[src/rtl/fetch_queue.sv]
// Instruction fetch unit: sequential req/ack word fetches into a DEPTH-entry
// prefetch queue of {pc, instruction}; pc_load flushes the queue and redirects.
module fetch_queue #(
    parameter int unsigned                DATA_WIDTH = 32,
    parameter int unsigned                ADDR_WIDTH = 32,
    parameter int unsigned                DEPTH      = 4,
    parameter int unsigned                INCR       = 4,
    parameter logic [ADDR_WIDTH-1:0]      RESET_PC   = '0
) (
    input  logic                          clk,
    input  logic                          reset,
    output logic                          mem_req,
    output logic [ADDR_WIDTH-1:0]         mem_addr,
    input  logic                          mem_ack,
    input  logic [DATA_WIDTH-1:0]         mem_rdata,
    output logic                          ins_valid,
    input  logic                          ins_ready,
    output logic [DATA_WIDTH-1:0]         ins_data,
    output logic [ADDR_WIDTH-1:0]         ins_pc,
    input  logic                          pc_load,
    input  logic [ADDR_WIDTH-1:0]         pc_target,
    output logic [$clog2(DEPTH):0]        level
);

    localparam int unsigned PTR_W = $clog2(DEPTH);
    localparam int unsigned CNT_W = PTR_W + 1;

    typedef enum logic [1:0] {
        IDLE    = 2'd0,
        REQ     = 2'd1,
        DISCARD = 2'd2
    } state_t;

    state_t                  state_q, state_d;
    logic [ADDR_WIDTH-1:0]   fetch_pc_q, fetch_pc_d;
    logic [ADDR_WIDTH-1:0]   disc_addr_q, disc_addr_d;
    logic [PTR_W-1:0]        head_q, head_d;
    logic [PTR_W-1:0]        tail_q, tail_d;
    logic [CNT_W-1:0]        count_q, count_d;
    logic [CNT_W-1:0]        count_next;
    logic [DATA_WIDTH-1:0]   data_q [DEPTH];
    logic [ADDR_WIDTH-1:0]   pcs_q  [DEPTH];
    logic                    push, pop;

    assign ins_valid  = (count_q != '0);
    assign ins_data   = data_q[head_q];
    assign ins_pc     = pcs_q[head_q];
    assign level      = count_q;
    assign mem_req    = (state_q == REQ) || (state_q == DISCARD);
    assign mem_addr   = (state_q == DISCARD) ? disc_addr_q : fetch_pc_q;

    assign pop        = ins_valid && ins_ready && !pc_load;
    assign push       = (state_q == REQ) && mem_ack && !pc_load;
    assign count_next = count_q + CNT_W'(push) - CNT_W'(pop);

    always_comb begin
        state_d     = state_q;
        fetch_pc_d  = fetch_pc_q;
        disc_addr_d = disc_addr_q;
        head_d      = head_q;
        tail_d      = tail_q;
        count_d     = count_q;

        if (pc_load) begin
            head_d     = '0;
            tail_d     = '0;
            count_d    = '0;
            fetch_pc_d = pc_target;
            // An unacked request cannot be withdrawn; park its address and wait it out.
            if (state_q == REQ && !mem_ack) begin
                state_d     = DISCARD;
                disc_addr_d = fetch_pc_q;
            end else if (state_q == DISCARD && !mem_ack) begin
                state_d = DISCARD;
            end else begin
                state_d = REQ;
            end
        end else begin
            count_d = count_next;
            if (push) begin
                tail_d     = tail_q + PTR_W'(1);
                fetch_pc_d = fetch_pc_q + ADDR_WIDTH'(INCR);
            end
            if (pop) begin
                head_d = head_q + PTR_W'(1);
            end
            unique case (state_q)
                IDLE: begin
                    if (count_next < CNT_W'(DEPTH)) state_d = REQ;
                end
                REQ: begin
                    if (mem_ack) state_d = (count_next < CNT_W'(DEPTH)) ? REQ : IDLE;
                end
                DISCARD: begin
                    if (mem_ack) state_d = REQ;
                end
                default: state_d = IDLE;
            endcase
        end
    end

    always_ff @(posedge clk) begin
        if (reset) begin
            state_q     <= IDLE;
            fetch_pc_q  <= RESET_PC;
            disc_addr_q <= '0;
            head_q      <= '0;
            tail_q      <= '0;
            count_q     <= '0;
        end else begin
            state_q     <= state_d;
            fetch_pc_q  <= fetch_pc_d;
            disc_addr_q <= disc_addr_d;
            head_q      <= head_d;
            tail_q      <= tail_d;
            count_q     <= count_d;
        end
    end

    always_ff @(posedge clk) begin
        if (push) begin
            data_q[tail_q] <= mem_rdata;
            pcs_q[tail_q]  <= fetch_pc_q;
        end
    end

endmodule

[config.mk]
export PLATFORM = sky130hd
export DESIGN_NAME = fetch_queue
export DESIGN_NICKNAME = d
export VERILOG_FILES = /design/src/rtl/fetch_queue.sv
export SDC_FILE = /design/constraint.sdc
export NUM_CORES = 1
export LEC_CHECK = 0
export CORE_ASPECT_RATIO = 1.4
export CORE_UTILIZATION = 45
export DETAILED_ROUTE_END_ITERATION = 6
export PLACE_DENSITY = 0.67
export REMOVE_ABC_BUFFERS = 1
export SLEW_MARGIN = 25
export SYNTH_ARGS = -nofsm -noshare
export SYNTH_HDL_FRONTEND = slang
export SYNTH_SLANG_ARGS = --single-unit
[constraint.sdc]
create_clock -name clk -period 4.1 [get_ports clk]
set_input_delay 0.82 -clock clk [delete_from_list [all_inputs] [get_ports clk]]
set_output_delay 0.82 -clock clk [all_outputs]
set_load 0.1 [all_outputs]
==> impl_metrics.env, run 1 <==
export IMPL_ys_types=49
export IMPL_die_width_um=146.4
export IMPL_synth_top_area_cell="edfxtp_1"
export IMPL_wl_per_cell_um=20.67
export IMPL_ios=170
export IMPL_crit_chain="buf_4 > mux4_2 > buf_4"
export IMPL_crit_slowest_cell="dfxtp_4"
export IMPL_grt_pass1_wl_mm=44.10
export IMPL_max_freq_mhz=300.8
export IMPL_yosys_area_share_simple_pct=7.618
export IMPL_hpwlAfterDp_mm=17.54
export IMPL_status="finished clean"
export IMPL_io_buffers=169
export IMPL_nets=1074
export IMPL_rsz0062_at_grt="false"
export IMPL_clk_pin_slew_ps=60
export IMPL_synth_top_family_by_area="multiplexers"
export IMPL_instances_no_fill=1392
export IMPL_placed_cell_area_um2=15080
export IMPL_antenna_left=0
export IMPL_fin_skew_ps=14.72
export IMPL_max_stage_delay_ps=680
export IMPL_detail_route_vias_per_cell=5.488
export IMPL_holdCritPathClass="flop to flop"
export IMPL_async_flop_share_pct=0
export IMPL_p_leak_nw=5.318
export IMPL_setup_ws_ps=775.1
export IMPL_drive_gt1_share_pct=26.45
export IMPL_hold_violations=0
export IMPL_power_per_cell_area_nw_per_um2=452.7
export IMPL_cts_made_buffers=31
export IMPL_fin_area_um2=16100
export IMPL_p_total_mw=7.289
export IMPL_synthAdderAreaFrac_pct=1.200
export IMPL_clock_sinks=331
export IMPL_postCtsSetupBuffers=0
export IMPL_rows=73
export IMPL_h_tree_depth=1
export IMPL_drt_wl_total_mm=28.78
export IMPL_cp_data_required_time_ps=3280
export IMPL_hold_ws_ps=452.3
export IMPL_synth_area_per_cell_um2=15.98
export IMPL_timing_critical_path_arrival_ps=2500
export IMPL_ctsResizeCount=0
export IMPL_netlist_instances=822
export IMPL_synth_xor_area_share_pct=1.238
export IMPL_cts_tree="done"
export IMPL_diodes=0
export IMPL_cts_root_buf="clkbuf_16"
export IMPL_fin_util_pct=56.32
export IMPL_worstSkewPairLatency_ps=560
export IMPL_dp_cells=1334
export IMPL_worst_pin_slew_ps=969.0
export IMPL_track_usage_pct=19.60
export IMPL_gp_congestion=0.7522
export IMPL_die_area_um2=29900
export IMPL_ys_seq_area_share_pct=69.94
export IMPL_grt_pass1_vias=7711
export IMPL_crit_path_end_kind="output port"
export IMPL_antenna_found_initial=0
export IMPL_crit_type="flop to output port"
export IMPL_start_util_pct=45.96
export IMPL_yosys_warnings=0
export IMPL_setup_viol=0
export IMPL_drtPass1Iterations=5
export IMPL_synthTopCellsByArea="edfxtp_1, dfxtp_1, mux4_2"
export IMPL_tns_ps=0
export IMPL_netlist_area_um2=13140
export IMPL_area_growth_pct=22.55
export IMPL_num_vias=7639
export IMPL_die_y_um=204.2
export IMPL_maxSlewViolCount=0
export IMPL_synth_edf_count=256
export IMPL_grt_max_degree=65
export IMPL_dr_first_iter_drc_count=523
export IMPL_synth_top_area_share_pct=58.51
export IMPL_cts_buffer_depth=3
export IMPL_ys_flop_type="edfxtp_1"
export IMPL_cp_max_fo=21
export IMPL_coreArea_um2=28590
export IMPL_overflow=0
export IMPL_start_kind="flop"
export IMPL_synth_area_mux_share_pct=13.52
export IMPL_holdBufCountCts=0
export IMPL_post_place_ws_ps=576.5
export IMPL_period_minus_slack_ps=3325
export IMPL_cp_common_cell="buf_4"
export IMPL_peakVddDrop_mv=0.3292
export IMPL_synth_compound_area_share_pct=4.466
export IMPL_drc=0
export IMPL_finalCritPeriodShare_pct=81.10
export IMPL_drv_cap=0
export IMPL_yosys_register_bits=331
export IMPL_max_slew_margin_pct=35.20
## cell families after synthesis
logic type,count (synthesis)
fa+ha+maj,12
flops,331
xor+xnor,17
mux,94
compound gates,91
buf+inv,70
simple gates,207
## per-layer routing
layer / global-route usage, % / routed length [µm]
met1: 24.46 / 11600
met2: 34.83 / 14890
met3: 3.103 / 1660
met4: 6.250 / 628
met5: 0 / 0
## path summary, 6_finish.rpt
kind / start / to / slack (ps) / cells after the start
max reg2reg: state_q[1]$_SDFFE_PP0P_ / state_q[0]$_SDFFE_PP0P_ / 1190 / 13
min reg2reg: disc_addr_q[18]$_SDFFE_PP0P_ / disc_addr_q[18]$_SDFFE_PP0P_ / 450 / 2
max: flop / ins_pc[3] / 780 / 3
min: disc_addr_q[18]$_SDFFE_PP0P_ / disc_addr_q[18]$_SDFFE_PP0P_ / 450 / 2
## cell usage in the layout, fill, tap and decap left out, drive strengths merged, types with 12 or more instances in the layout
master / instances
buf: 117
inv: 20
clkbuf: 46
clkdlybuf4s50: 72
mux2: 28
nand2: 90
xnor2: 12
edfxtp: 256
dfxtp: 75
mux4: 64
nor2: 38
nand4: 12
a21oi: 38
nand3: 15
## area by class of cell
class	count	area, µm²
Fill cell	2314	12490
Clock buffer	46	882.1
Multi-Input combinational cell	421	3705
Sequential cell	331	9196
Inverter	19	71.32
Clock inverter	11	111.4
Tap cell	375	469.2
Timing Repair Buffer	189	1667
## power by group
group          leakage (nW)  switching (mW)  internal (mW)  total (mW)
sequential             2.95          0.0703           3.68        3.75
combinational          1.89           0.539          0.211       0.749
clock                 0.482            1.19           1.61        2.79
## cells in the mapped netlist (all sizes together) (2+ instances only)
cell type  number
xor2            4
a31oi           3
nor3b           2
a2111oi         3
a311oi          9
ha             11
xnor2          12
mux2i           2
buf            17
a211oi         11
nand2          90
nor2           38
and4            7
mux2           28
or2             3
o21ai          10
and3            3
or4             8
nand4          12
a221oi          4
and2            5
edfxtp        256
mux4           64
nor2b           2
nor4           10
o21bai          2
inv            19
a21oi          38
or3             3
nand3          15
nor3            6
o31ai           6
dfxtp          75
clkbuf         34
## registers in the layout (all words and copies together), names as in the netlist, named ones only
name	cells
pcs_q	128
level	3
data_q	128
disc_addr_q	32
state_q	2
head_q	2
tail_q	2
fetch_pc_q	32
## critical path, delay by kind of cell, from the launching register on
kind,cells,cell delay (ps)
buffers and inverters,2,660
DFF,1,680
muxes,1,600
Note: power is estimated with default switching activity, not from simulation.
==> run 2: changes to the inputs <==
Clock period 4.1 ns to 3.1 ns, I/O delays scaled along.
==> impl_metrics.env, run 2 (same netlist as run 1, synthesis figures left out) <==
export IMPL_period_minus_slack_ps=2879
export IMPL_start_kind="flop"
export IMPL_antenna_left=0
export IMPL_h_tree_depth=1
export IMPL_cts_root_buf="clkbuf_16"
export IMPL_status="finished clean"
export IMPL_holdPathStages=2
export IMPL_fin_skew_ps=7.717
export IMPL_drive_gt1_share_pct=28.90
export IMPL_hpwlAfterDp_mm=19.41
export IMPL_wl_per_cell_um=20.76
export IMPL_holdCritPathClass="flop to flop"
export IMPL_rows=73
export IMPL_ctsResizeCount=1
export IMPL_nFillCells=2095
export IMPL_max_freq_mhz=347.3
export IMPL_cts_buffer_depth=3
export IMPL_die_y_um=204.2
export IMPL_postCtsSetupBuffers=0
export IMPL_drt_wl_total_mm=29.33
export IMPL_num_vias=7782
export IMPL_diodes=0
export IMPL_p_total_mw=9.897
export IMPL_r2r_cells=10
export IMPL_nets=1095
export IMPL_rsz0062_at_grt="false"
export IMPL_instances_no_fill=1413
export IMPL_p_leak_nw=5.881
export IMPL_grt_max_degree=50
export IMPL_multi_input_area_um2=3715
export IMPL_overflow=0
export IMPL_reg2reg_to="state_q[0]$_SDFFE_PP0P_"
export IMPL_setup_ws_ps=221.0
export IMPL_r2r_start="level[0]$_SDFF_PP0_"
export IMPL_max_stage_delay_ps=400
export IMPL_cts_tree="done"
export IMPL_hold_violations=0
export IMPL_detail_route_vias_per_cell=5.507
export IMPL_setup_viol=0
export IMPL_crit_chain="inv_1 > ha_4 > buf_4 > mux2_2 > buf_12"
export IMPL_crit_path_end_kind="output port"
export IMPL_cts_made_buffers=30
export IMPL_clk_pin_slew_ps=60
export IMPL_finalCritPeriodShare_pct=92.87
export IMPL_drv_cap=0
export IMPL_drc=0
export IMPL_maxSlewViolCount=0
export IMPL_peakVddDrop_mv=0.3523
export IMPL_area_growth_pct=33.75
export IMPL_io_buffers=169
export IMPL_max_slew_margin_pct=50.20
export IMPL_holdBufCountCts=0
export IMPL_drtPass1Iterations=5
export IMPL_cp_data_required_time_ps=2480
export IMPL_worstSkewPairLatency_ps=550
export IMPL_timing_critical_path_arrival_ps=2260
export IMPL_reg_top3="data_q x128, pcs_q x128"
export IMPL_dr_first_iter_drc_count=495
export IMPL_post_place_ws_ps=-125.2
export IMPL_hp_start="disc_addr_q[19]$_SDFFE_PP0P_"
export IMPL_start_util_pct=45.96
export IMPL_gp_congestion=0.7958
export IMPL_cp_max_fo=22
export IMPL_crit_type="flop to output port"
export IMPL_antenna_found_initial=0
export IMPL_die_width_um=146.4
export IMPL_holdPathEnd="disc_addr_q[19]$_SDFFE_PP0P_"
export IMPL_final_common_cell="edfxtp_1"
export IMPL_ios=170
export IMPL_grt_pass1_wl_mm=45.75
export IMPL_final_cell_mix="edfxtp_1, buf_12, nand2_1"
export IMPL_power_per_cell_area_nw_per_um2=563.2
export IMPL_dp_cells=1357
export IMPL_grt_pass1_vias=7829
export IMPL_worst_pin_slew_ps=747.1
export IMPL_track_usage_pct=20.18
export IMPL_die_area_um2=29900
export IMPL_crit_slowest_cell="mux2_2"
export IMPL_regArea_um2=9196
export IMPL_regToRegSetupSlack_ps=320
export IMPL_fin_util_pct=61.47
export IMPL_coreArea_um2=28590
export IMPL_clock_sinks=331
-- run 2: worst max path at each step --
stage	slack, ps	start	end
final	220	state_q[0]$_SDFFE_PP0P_	mem_addr[22]
after global routing	120	flop	ins_pc[27]
after CTS	150	flop	ins_pc[27]
after detailed placement	-130	pc_load	state_q[0]$_SDFFE_PP0P_
after global placement	-50	pc_load	state_q[0]$_SDFFE_PP0P_
after floorplan	-1180	flop	ins_data[0]
-- run 2: worst max-delay path: cells and delay by family (launching register included) --
| kind | cells | cell delay [ps] |
|---|---|---|
| buffers and inverters | 3 | 590 |
| adders and majority gates | 1 | 370 |
| DFF | 1 | 330 |
| muxes | 1 | 400 |
-- run 2: per-layer routing --
metal  routed length [µm]  part of all wire [%]  track usage, %
met5                    0                     0               0
met4                  540                   1.8           5.729
met3                 1224                   4.2           2.366
met2                15420                    53           35.39
met1                12150                    41           26.48
-- run 2: final cells by class --
| type | count | share of cell area [%] |
|---|---|---|
| Inverter | 19 | 0.4058 |
| Sequential cell | 331 | 52.33 |
| Timing Repair Buffer | 211 | 17.71 |
| Clock inverter | 21 | 1.182 |
| Clock buffer | 35 | 4.557 |
| Tap cell | 375 | 2.670 |
| Multi-Input combinational cell | 421 | 21.14 |
-- run 2: stage by stage --
step                setup TNS [ps]  hold WS (ps)  instance area [µm²]
CTS                              0         452.7                17570
finish                           0         451.6                17570
detailed placement          -136.3         443.1                16550
floorplan                  -108010         426.8                12940
global placement            -54.18         438.2                16550
global route                     0         476.0                17570
-- run 2: power breakdown --
group	switching, mW	internal [mW]	leakage [nW]
Clock	1.56	2.18	0.495
Combinational	0.762	0.451	2.44
Sequential	0.0825	4.86	2.95
